**config.mk**
```make
export PLATFORM = sky130hd
export DESIGN_NAME = uart_rx_fifo
export DESIGN_NICKNAME = d
export VERILOG_FILES = /design/src/rtl/uart_rx_fifo.sv
export SDC_FILE = /design/constraint.sdc
export NUM_CORES = 1
export LEC_CHECK = 0
export CAP_MARGIN = 30
export CORE_ASPECT_RATIO = 0.7
export CORE_MARGIN = 4
export CORE_UTILIZATION = 30
export CTS_CLUSTER_DIAMETER = 50
export CTS_CLUSTER_SIZE = 30
export DETAILED_ROUTE_END_ITERATION = 8
export PLACE_DENSITY = 0.5
export SLEW_MARGIN = 20
export SYNTH_ARGS = -nofsm -noshare
export SYNTH_HDL_FRONTEND = slang
export SYNTH_SLANG_ARGS = --single-unit
export TNS_END_PERCENT = 20
```
**constraint.sdc**
```tcl
create_clock -name clk -period 4.05 [get_ports clk]
set_input_delay 0.81 -clock clk [delete_from_list [all_inputs] [get_ports clk]]
set_output_delay 0.81 -clock clk [all_outputs]
set_load 0.01 [all_outputs]
```
**src/rtl/uart_rx_fifo.sv**
```systemverilog
// 8N1 UART receiver with 16x oversampling and majority voting, feeding a
// first-word-fall-through FIFO with valid/ready output and error pulses.
module uart_rx_fifo #(
  parameter int CLK_FREQ   = 50_000_000,
  parameter int BAUD       = 9600,
  parameter int FIFO_DEPTH = 8
) (
  input  logic                          clk,
  input  logic                          rst,
  input  logic                          rx,
  output logic [7:0]                    rx_data,
  output logic                          rx_valid,
  input  logic                          rx_ready,
  output logic                          frame_err,
  output logic                          overflow,
  output logic [$clog2(FIFO_DEPTH):0]   fifo_count
);
  localparam int DIV_RAW = (CLK_FREQ + BAUD * 8) / (BAUD * 16);
  localparam int DIV     = (DIV_RAW < 1) ? 1 : DIV_RAW;
  localparam int TW      = (DIV > 1) ? $clog2(DIV) : 1;
  localparam int AW      = $clog2(FIFO_DEPTH);
  localparam int CW      = AW + 1;
  localparam logic [TW-1:0] TICK_LAST = TW'(DIV - 1);
  localparam logic [CW-1:0] FULL_CNT  = CW'(FIFO_DEPTH);

  typedef enum logic [2:0] {IDLE, START, DATA, STOP, BRK} state_t;

  logic          rx_meta, rx_s, rx_prev;
  logic [1:0]    sync_fill;
  logic [TW-1:0] tick_cnt;
  logic          tick, bit_tick, maj;
  logic [3:0]    phase;
  logic          smp7, smp8;
  logic [2:0]    bit_idx;
  logic [7:0]    shreg;
  state_t        state_q, state_n;
  logic          start_det, push, ferr_set;

  logic [7:0]    mem [FIFO_DEPTH];
  logic [AW-1:0] wr_ptr, rd_ptr;
  logic          full, pop, push_ok;

  // rx_prev stays low until the synchroniser holds real line values, so a
  // line that is low at reset release is not mistaken for a start edge.
  always_ff @(posedge clk) begin
    if (rst) begin
      rx_meta   <= 1'b1;
      rx_s      <= 1'b1;
      rx_prev   <= 1'b0;
      sync_fill <= 2'd0;
    end else begin
      rx_meta <= rx;
      rx_s    <= rx_meta;
      if (sync_fill != 2'd2) sync_fill <= sync_fill + 2'd1;
      rx_prev <= (sync_fill == 2'd2) ? rx_s : 1'b0;
    end
  end

  assign tick     = (tick_cnt == TICK_LAST);
  assign bit_tick = tick && (phase == 4'd9);
  assign maj      = (smp7 & smp8) | (smp7 & rx_s) | (smp8 & rx_s);

  always_ff @(posedge clk) begin
    if (rst) begin
      tick_cnt <= '0;
      phase    <= 4'd0;
      smp7     <= 1'b1;
      smp8     <= 1'b1;
    end else begin
      if (start_det || tick) tick_cnt <= '0;
      else                   tick_cnt <= tick_cnt + TW'(1);
      if (start_det)   phase <= 4'd0;
      else if (tick)   phase <= phase + 4'd1;
      if (tick && phase == 4'd7) smp7 <= rx_s;
      if (tick && phase == 4'd8) smp8 <= rx_s;
    end
  end

  always_ff @(posedge clk) begin
    if (rst) state_q <= IDLE;
    else     state_q <= state_n;
  end

  always_comb begin
    state_n   = state_q;
    start_det = 1'b0;
    push      = 1'b0;
    ferr_set  = 1'b0;
    case (state_q)
      IDLE:  if (rx_prev && !rx_s) begin
               start_det = 1'b1;
               state_n   = START;
             end
      START: if (bit_tick) state_n = maj ? IDLE : DATA;
      DATA:  if (bit_tick && bit_idx == 3'd7) state_n = STOP;
      STOP:  if (bit_tick) begin
               if (maj) begin
                 push    = 1'b1;
                 state_n = IDLE;
               end else begin
                 ferr_set = 1'b1;
                 state_n  = BRK;
               end
             end
      BRK:   if (rx_s) state_n = IDLE;
      default: state_n = IDLE;
    endcase
  end

  always_ff @(posedge clk) begin
    if (rst) begin
      bit_idx <= 3'd0;
      shreg   <= 8'h00;
    end else if (bit_tick) begin
      if (state_q == START) bit_idx <= 3'd0;
      if (state_q == DATA) begin
        shreg   <= {maj, shreg[7:1]};
        bit_idx <= bit_idx + 3'd1;
      end
    end
  end

  assign rx_valid = (fifo_count != '0);
  assign full     = (fifo_count == FULL_CNT);
  assign pop      = rx_valid && rx_ready;
  assign push_ok  = push && (!full || pop);
  assign rx_data  = rx_valid ? mem[rd_ptr] : 8'h00;

  always_ff @(posedge clk) begin
    if (push_ok) mem[wr_ptr] <= shreg;
  end

  always_ff @(posedge clk) begin
    if (rst) begin
      wr_ptr     <= '0;
      rd_ptr     <= '0;
      fifo_count <= '0;
      frame_err  <= 1'b0;
      overflow   <= 1'b0;
    end else begin
      if (push_ok) wr_ptr <= wr_ptr + AW'(1);
      if (pop)     rd_ptr <= rd_ptr + AW'(1);
      case ({push_ok, pop})
        2'b10:   fifo_count <= fifo_count + CW'(1);
        2'b01:   fifo_count <= fifo_count - CW'(1);
        default: fifo_count <= fifo_count;
      endcase
      frame_err <= ferr_set;
      overflow  <= push && full && !pop;
    end
  end
endmodule

```
Word level (Yosys, flattened, before mapping) --
Memories as Yosys holds them, arrays and structs flattened. A register that Yosys moved wholly into a read port is not among the register bits. Cells that the tools add are included.
Storage, ports and cells: memory bits (read-only) 0, output and inout port bits 15, latch bits 0, memory bits (writable) 64, word-level logic and storage cells 99, memories 1, input bits 4, register bits 46
Cells by class: multiplexer cells 22, reduce and logical (&&, ||, !) cells 25, bitwise operators 8, divide/modulo/power cells 0, $add $sub $neg 8, multipliers 0, shifts and indexed selects 0, $lt $le $gt $ge 0, equal/unequal tests 19
Memory list:
- mem | words 8, bits a word 8, rd ports 1, clocked after memory_dff 1, wr ports 1, RTL line 39 | logic [7:0] mem [FIFO_DEPTH];
Operators by type and width (count):
- 3-bit 2-to-1 mux | 10
- 3-bit one-hot mux with 5 select lines | 1
- 4-bit equality test, second input constant | 3
- 2-bit inequality test, second input constant | 6
- 3-bit by 1-bit adder with 3-bit output, second input constant | 3
- 9-bit by 1-bit adder with 9-bit output, second input constant | 1
- 9-bit equality test, second input constant | 1
- 1-bit logical AND | 9
- 4-bit by 1-bit adder with 4-bit output, second input constant | 2
- 1-bit 2-to-1 mux | 8
- 8-bit 2-to-1 mux | 1
- 4-bit one-hot mux with 2 select lines | 1
- 3-bit by 2-bit equality test with 1-bit output, second input constant | 2
- 3-bit equality test, second input constant | 2
- 2-bit OR reduction | 3
- 5-bit AND reduction | 1
- 2-bit equality test, second input constant | 2
- 4-bit by 3-bit equality test with 1-bit output, second input constant | 1
- 2-bit AND reduction | 2
- 2-bit nonzero test | 2
- 4-bit nonzero test | 1
- 4-bit by 1-bit subtractor with 4-bit output, second input constant | 1
- 1-bit bitwise AND | 3
- 3-bit by 1-bit equality test with 1-bit output, second input constant | 1
- 9 further kinds | 15

Logic depth before layout (Yosys ltp) --
Gate-level depths: netlist of run 1.
depth after elaboration 9, mapped depth 12, gate-level depth less buffers 12

Least setup slack after synthesis of run 1 --
No wires, ideal clock.
path kind reg-to-reg, start register fifo_count[0], end register fifo_count[3], cell stages (with the launch flop) 13, arrival time 2.519 ns, period minus slack after synthesis 2.648 ns, data required time 3.921 ns, setup time 0.129 ns, buffers on the path 0, slack 1.402 ns, path through dfxtp_1 -> or3_1 -> nor2_4 -> inv_2 -> and2_1 -> o21ai_2 -> inv_2 -> ha_1 -> a21o_1 -> a21oi_1 -> or4_4 -> a31oi_1 -> a21oi_1
Between the ends: cells in the longest elaborated chain, start to end 6, elaborated cells between the ends (all ways) 12, those cells by class add/sub: 2; eq/ne: 3; mux: 1; reduce/logical: 6
Ends and longest elaborated chain:
- start: declaration | RTL line 16 | output logic [$clog2(FIFO_DEPTH):0] fifo_count
- start signal: assignment | RTL line 144 | 2'b10: fifo_count <= fifo_count + CW'(1);
- start signal: assignment | RTL line 145 | 2'b01: fifo_count <= fifo_count - CW'(1);
- start signal: assignment | RTL line 146 | default: fifo_count <= fifo_count;
- 4-bit nonzero test (*) | RTL line 123 | assign rx_valid = (fifo_count != '0);
- via rx_valid | RTL line 12 | output logic rx_valid,
- 1-bit logical AND (*) | RTL line 125 | assign pop = rx_valid && rx_ready;
- 1-bit logical OR | RTL line 126 | assign push_ok = push && (!full || pop);
- 1-bit logical AND | RTL line 126
- 2-bit by 1-bit equality test with 1-bit output or 2-bit equality test (tied branches) | RTL line 143 | case ({push_ok, pop})
- 4-bit one-hot mux with 2 select lines or 2-bit nonzero test (tied branches)
The timed path passes the listed nets; every way through them passes the cells marked *. A chain may end at the register's enable or synchronous reset.

==> qor.yml, run 1 <==
cap_violations: 0
dp.final_hpwl_um: 5930
cp.arrival_ps: 2650
fp-row-count: 37
fmax_mhz: 289
drt-wirelength-per-cell_um: 15.2
fin_skew_ps: 11.9
worst_ep_required_time_ps: 3240
grt.overflow.total: 0
htreeDepth: 4
seq_power_share: 0.437
layout_commonest_cell: "edfxtp_1"
outcome: "complete, no violations"
post_cts_buffers: 0
insertedDiodeCount: 0
die_area_um2: 17600
peakVddDrop_mv: 0.295
drc_errors: 0
dr.pass1.iters: 4
core_um2: 15000
drive_gt1_frac: 0.174
syn2layout_area_growth_pct: 22.9
crit_fanout: 10
numClockSinks: 113
cts_tree: "yes"
pin_count: 19
synth-seq-cells: 113
holdPathStages: 1
globalplace.congestion: 0.734
syn_area_um2: 4650
die_y_um: 112
dr_total_vias: 2716
post-route-util: 0.382
report.final.slew_viol_count: 0
p_comb_frac: 0.022
hold_class: "flop to flop"
grt_max_degree: 38
hold_viol: 0
antenna_found_initial: 0
synth_edf_count: 64
start_kind: "flop"
syn_area_per_cell_um2: 13.5
grt_pass1_wl_um: 15200
p_int_mw: 2.25
switching_share: 0.200
ys_seq_area_frac: 0.624
p_clk_frac: 0.541
end_kind: "primary output"
ys_warn_count: 0
nNetsFinal: 395
via_per_inst: 4.63
rsz0062_at_grt: "no"
setup_violations: 0
relSlewSlack: 0.430
ys_types: 49
synthesis.instances: 344
antenna_left: 0
syn-num-nets: 361
fin_crit_sh: 0.855
path_class: "flop to primary output"
clock_tree.root_cell: "clkbuf_16"
drt_iter0_drc: 173
grt_use_total: 0.112
ctsResizeCount: 0
synth_top_flop_cell: "edfxtp_1"
insertion_delay_ps: 400
final_cell_mix: "edfxtp_1 (64), nor2_1 (51), dfxtp_1 (49)"
r2r_cells: 12
cts_max_path_buffers: 2
numPortBuffers: 18
power_leakage_nw: 1.94
fin_crit_ps: 3460
setup_tns_ps: 0
pwr_density_cell_nw_per_um2: 491
switchingPower_mw: 0.562
synth-async-reset-ratio: 0
routed_wl_um: 8930
worst_slew_pin_slew_ps: 852
grt_pass1_vias: 2797
cts_hold_buf: 0
clkTransAtPathRegs_ps: 50
fp.dieW_um: 157
start_util: 0.311
cts_buffers: 17
[power groups by stage]
stage | Sequential [mW] | Clock [mW] | Combinational [mW]
2_1_floorplan | 1.25 | 0 | 0.0488
3_5_place_dp | 1.25 | 0 | 0.0636
5_1_grt | 1.23 | 1.61 | 0.0741
4_1_cts | 1.23 | 1.55 | 0.0640
3_3_place_gp | 1.25 | 0 | 0.0598
6_report | 1.23 | 1.52 | 0.0622
[final timing paths]
path,slack (ps),from,to
max reg2reg,1080,fifo_count[0],fifo_count[3]
min reg2reg,410,rx_meta,rx_s
max,590,flop,rx_data[0]
min,410,rx_meta,rx_s
[metal layers]
layer  vias up  routed length (um)  global-route usage
met4         0                  82              0.0312
met2        38                4040               0.166
met1      1344                4490               0.155
met3         6                 314              0.0385
met5         -                   0                   0
li1       1328                   -                   -
[stage by stage]
step / worst slack, ps / hold slack, ps / instance area, um^2 / instances / power (mW)
6_report: 588 / 409 / 5720 / 586 / 2.81
5_1_grt: 366 / 436 / 5720 / 586 / 2.92
4_1_cts: 517 / 407 / 5720 / 586 / 2.85
3_5_place_dp: 928 / 394 / 5110 / 554 / 1.32
3_3_place_gp: 964 / 392 / 5110 / 554 / 1.31
2_1_floorplan: 1400 / 389 / 4650 / 344 / 1.30
[critical path, stage by stage, from the launching register on]
cell and delay, ps:
dfxtp_1 720, buf_4 290, mux4_2 510, mux2i_1 180
nor2_1 60, clkdlybuf4s50_1 490
[synthesized netlist by cell type (3+ instances only)]
master / count / area share
and2_1: 3 / 0.0040
mux2_1: 3 / 0.0073
ha_1: 12 / 0.032
nand2_1: 18 / 0.015
inv_1: 6 / 0.0048
nand2b_1: 8 / 0.011
buf_2: 3 / 0.0032
a21oi_1: 9 / 0.0097
xor2_1: 10 / 0.019
clkbuf_1: 10 / 0.0081
dfxtp_1: 49 / 0.21
nor4_1: 3 / 0.0040
nand4_1: 3 / 0.0040
or3_1: 4 / 0.0054
mux2i_1: 18 / 0.039
mux4_2: 16 / 0.077
nor3_1: 6 / 0.0065
edfxtp_1: 64 / 0.41
nand3_1: 5 / 0.0054
xnor2_1: 7 / 0.013
nor2_1: 51 / 0.041
[layout make-up]
| type | instances | area (um^2) |
|---|---|---|
| fill | 1403 | 9230 |
| timing repair buffer | 29 | 263 |
| multi-input combinational | 209 | 1670 |
| clock buffer | 20 | 458 |
| sequential | 113 | 2900 |
| tap | 195 | 244 |
| clock inverter | 12 | 153 |
| inverter | 8 | 30.0 |
[cells by family after synthesis]
group	synth area share
AO/OA/AOI/OAI	0.0299
XOR/XNOR	0.0320
adder cells (fa/ha/maj)	0.0387
buffers and inverters	0.0186
flip-flops	0.624
multiplexers	0.123
AND/OR/NAND/NOR	0.133
[state kept, by name, indices dropped and copies added, names as in the netlist, named ones only]
register / flops
rd_ptr: 3
frame_err: 1
mem: 64
rx_prev: 1
wr_ptr: 3
sync_fill: 2
smp8: 1
smp7: 1
phase: 4
tick_cnt: 9
shreg: 8
rx_meta: 1
state_q: 3
rx_s: 1
fifo_count: 4
bit_idx: 3
overflow: 1
No activity file was read; power rests on OpenSTA's default activity.
==> inputs of run 2 (changes only) <==
--- a/config.mk
+++ b/config.mk
@@ -10,10 +10,10 @@
 export CORE_MARGIN = 4
 export CORE_UTILIZATION = 30
 export CTS_CLUSTER_DIAMETER = 50
-export CTS_CLUSTER_SIZE = 30
+export CTS_CLUSTER_SIZE = 16
 export DETAILED_ROUTE_END_ITERATION = 8
+export GPL_TIMING_DRIVEN = 0
 export PLACE_DENSITY = 0.5
-export SLEW_MARGIN = 20
 export SYNTH_ARGS = -nofsm -noshare
 export SYNTH_HDL_FRONTEND = slang
 export SYNTH_SLANG_ARGS = --single-unit
==> qor.yml, run 2 (synthesis results as in run 1) <==
outcome: "complete, no violations"
rrSetupSlack_ps: 1060  # -20 ps
layout_commonest_cell: "edfxtp_1"
drive_gt1_frac: 0.175  # +0.000771
syn2layout_area_growth_pct: 22.8
htreeDepth: 4  # unchanged
hold_viol: 0  # unchanged
drc_errors: 0  # unchanged
grt_use_total: 0.116  # +0.00433
end_kind: "primary output"
relSlewSlack: 0.378  # -0.0520
cp-endpoint: "rx_data[7]"
dpl_cell_area_um2: 5110  # about the same
cts_buffers: 17  # unchanged
grt_max_degree: 17  # -55%
dr_total_vias: 2758  # +1.5%
fin_crit_ps: 3640  # +173 ps
cts_tree: "yes"
die_y_um: 112  # unchanged
r2r_cells: 12  # unchanged
cts_hold_buf: 0  # unchanged
final_cell_mix: "edfxtp_1 (64), nor2_1 (51), dfxtp_1 (49)"
pwr_density_cell_nw_per_um2: 488  # -0.69%
timing.hold.ws_ps: 407  # -2.46 ps
min_from: "rx_meta"
clock_tree.root_cell: "clkbuf_16"
final.setup.worst_slack_ps: 415  # -173 ps
post-route-util: 0.382  # -0.000418
fin_skew_ps: 10.1  # -1.78 ps
worst_slew_pin_slew_ps: 930  # +77.7 ps
path_common_cell: "clkbuf_1"
cp.arrival_ps: 2830  # +180 ps
cp.buffers_inverters: 3  # +1
dp.final_hpwl_um: 6320  # +6.5%
drt_iter0_drc: 110  # -36%
power_leakage_nw: 1.92  # -1.0%
grt_pass1_vias: 2842  # +1.6%
dr.pass1.iters: 4  # unchanged
fp-row-count: 37  # unchanged
crit_fanout: 10  # unchanged
critPathTopFamily: "buffers and inverters"
setup_tns_ps: 0  # unchanged
drt-wirelength-per-cell_um: 16.0  # +4.8%
largest_reg_flops: 64  # unchanged
routed_wl_um: 9420  # +5.6%
die_area_um2: 17600  # unchanged
place_ws_ps: 572  # -356 ps
nNetsFinal: 399  # +1.0%
fin_crit_sh: 0.898  # +0.0427
hold_class: "flop to flop"
path_class: "flop to primary output"
dp.cells: 558  # +0.72%
antenna_left: 0  # unchanged
stdcell_area_um2: 5710  # -0.11%
worst_ep_required_time_ps: 3240  # about the same
finalNonFillerCells: 590  # +0.68%
report.final.slew_viol_count: 0  # unchanged
rsz0062_at_grt: "no"
fmax_mhz: 275  # -4.8%
cpMaxStageDelayCell: "clkbuf_1"
start_util: 0.311  # unchanged
peakVddDrop_mv: 0.310  # +4.9%
cap_violations: 0  # unchanged
grt.overflow.total: 0  # unchanged
antenna_found_initial: 0  # unchanged
grt_pass1_wl_um: 15500  # +2.3%
ctsResizeCount: 0  # unchanged
post_cts_buffers: 0  # unchanged
path_cells: "clkbuf_1 > clkbuf_1 > mux4_2 > mux2i_1 > nor2_1 > clkdlybuf4s50_1"
largest_register: "mem"
insertion_delay_ps: 410  # about the same
r2r-end: "fifo_count[3]"
setup_violations: 0  # unchanged
insertedDiodeCount: 0  # unchanged
numPortBuffers: 18  # unchanged
clkTransAtPathRegs_ps: 60  # about the same
slowest_delay_ps: 570  # -150 ps
numClockSinks: 113  # unchanged
path_depth: 6  # +1
start_kind: "flop"
via_per_inst: 4.67  # +0.86%
total_power_mw: 2.79  # -0.80%
nFillCells: 1419  # +1.1%
reg_top3: "mem: 64 flops, tick_cnt: 9 flops, shreg: 8 flops"
cts_max_path_buffers: 2  # unchanged
timing.rr.start: "fifo_count[0]"
globalplace.congestion: 0.755  # +2.8%
pin_count: 19  # unchanged
core_um2: 15000  # unchanged
fp.dieW_um: 157  # unchanged
-- run 2: layout make-up --
cell class              instances  area (um^2)  area share
clock buffers                  17          425      0.0745
multi-input cells             209         1690       0.296
well taps                     195          244      0.0427
inverters                       8         30.0     0.00526
repair buffers                 20          195      0.0342
plain buffers                  13         52.6     0.00920
clock inverters                15          174      0.0304
flip-flops and latches        113         2900       0.508
-- run 2: worst register-to-register path: cells and delay by family, from the launching register on --
family                   cells  cell delay [ps]
flip-flops                   1              350
AND/OR/NAND/NOR              4             1450
adder cells (fa/ha/maj)      1              290
AO/OA/AOI/OAI                5              590
buffers and inverters        2              160
-- run 2: worst min path at each step --
stage | cells past startpoint | end
after global routing | 1 | rx_s
after detailed placement | 1 | rx_s
after CTS | 1 | rx_s
after floorplan | 1 | rx_s
final | 1 | rx_s
after global placement | 1 | rx_s
-- run 2: layer usage --
layer / GRT usage / vias to the layer above / part of all wire
li1: - / 1336 / -
met5: 0 / - / 0
met2: 0.175 / 51 / 0.46
met3: 0.0366 / 10 / 0.045
met1: 0.156 / 1361 / 0.48
met4: 0.0439 / 0 / 0.013
-- run 2: report_power, final --
group	internal, mW	leakage (nW)	switching (mW)
clock network	0.924	0.293	0.572
registers	1.22	0.989	0.0129
logic	0.0279	0.642	0.0352
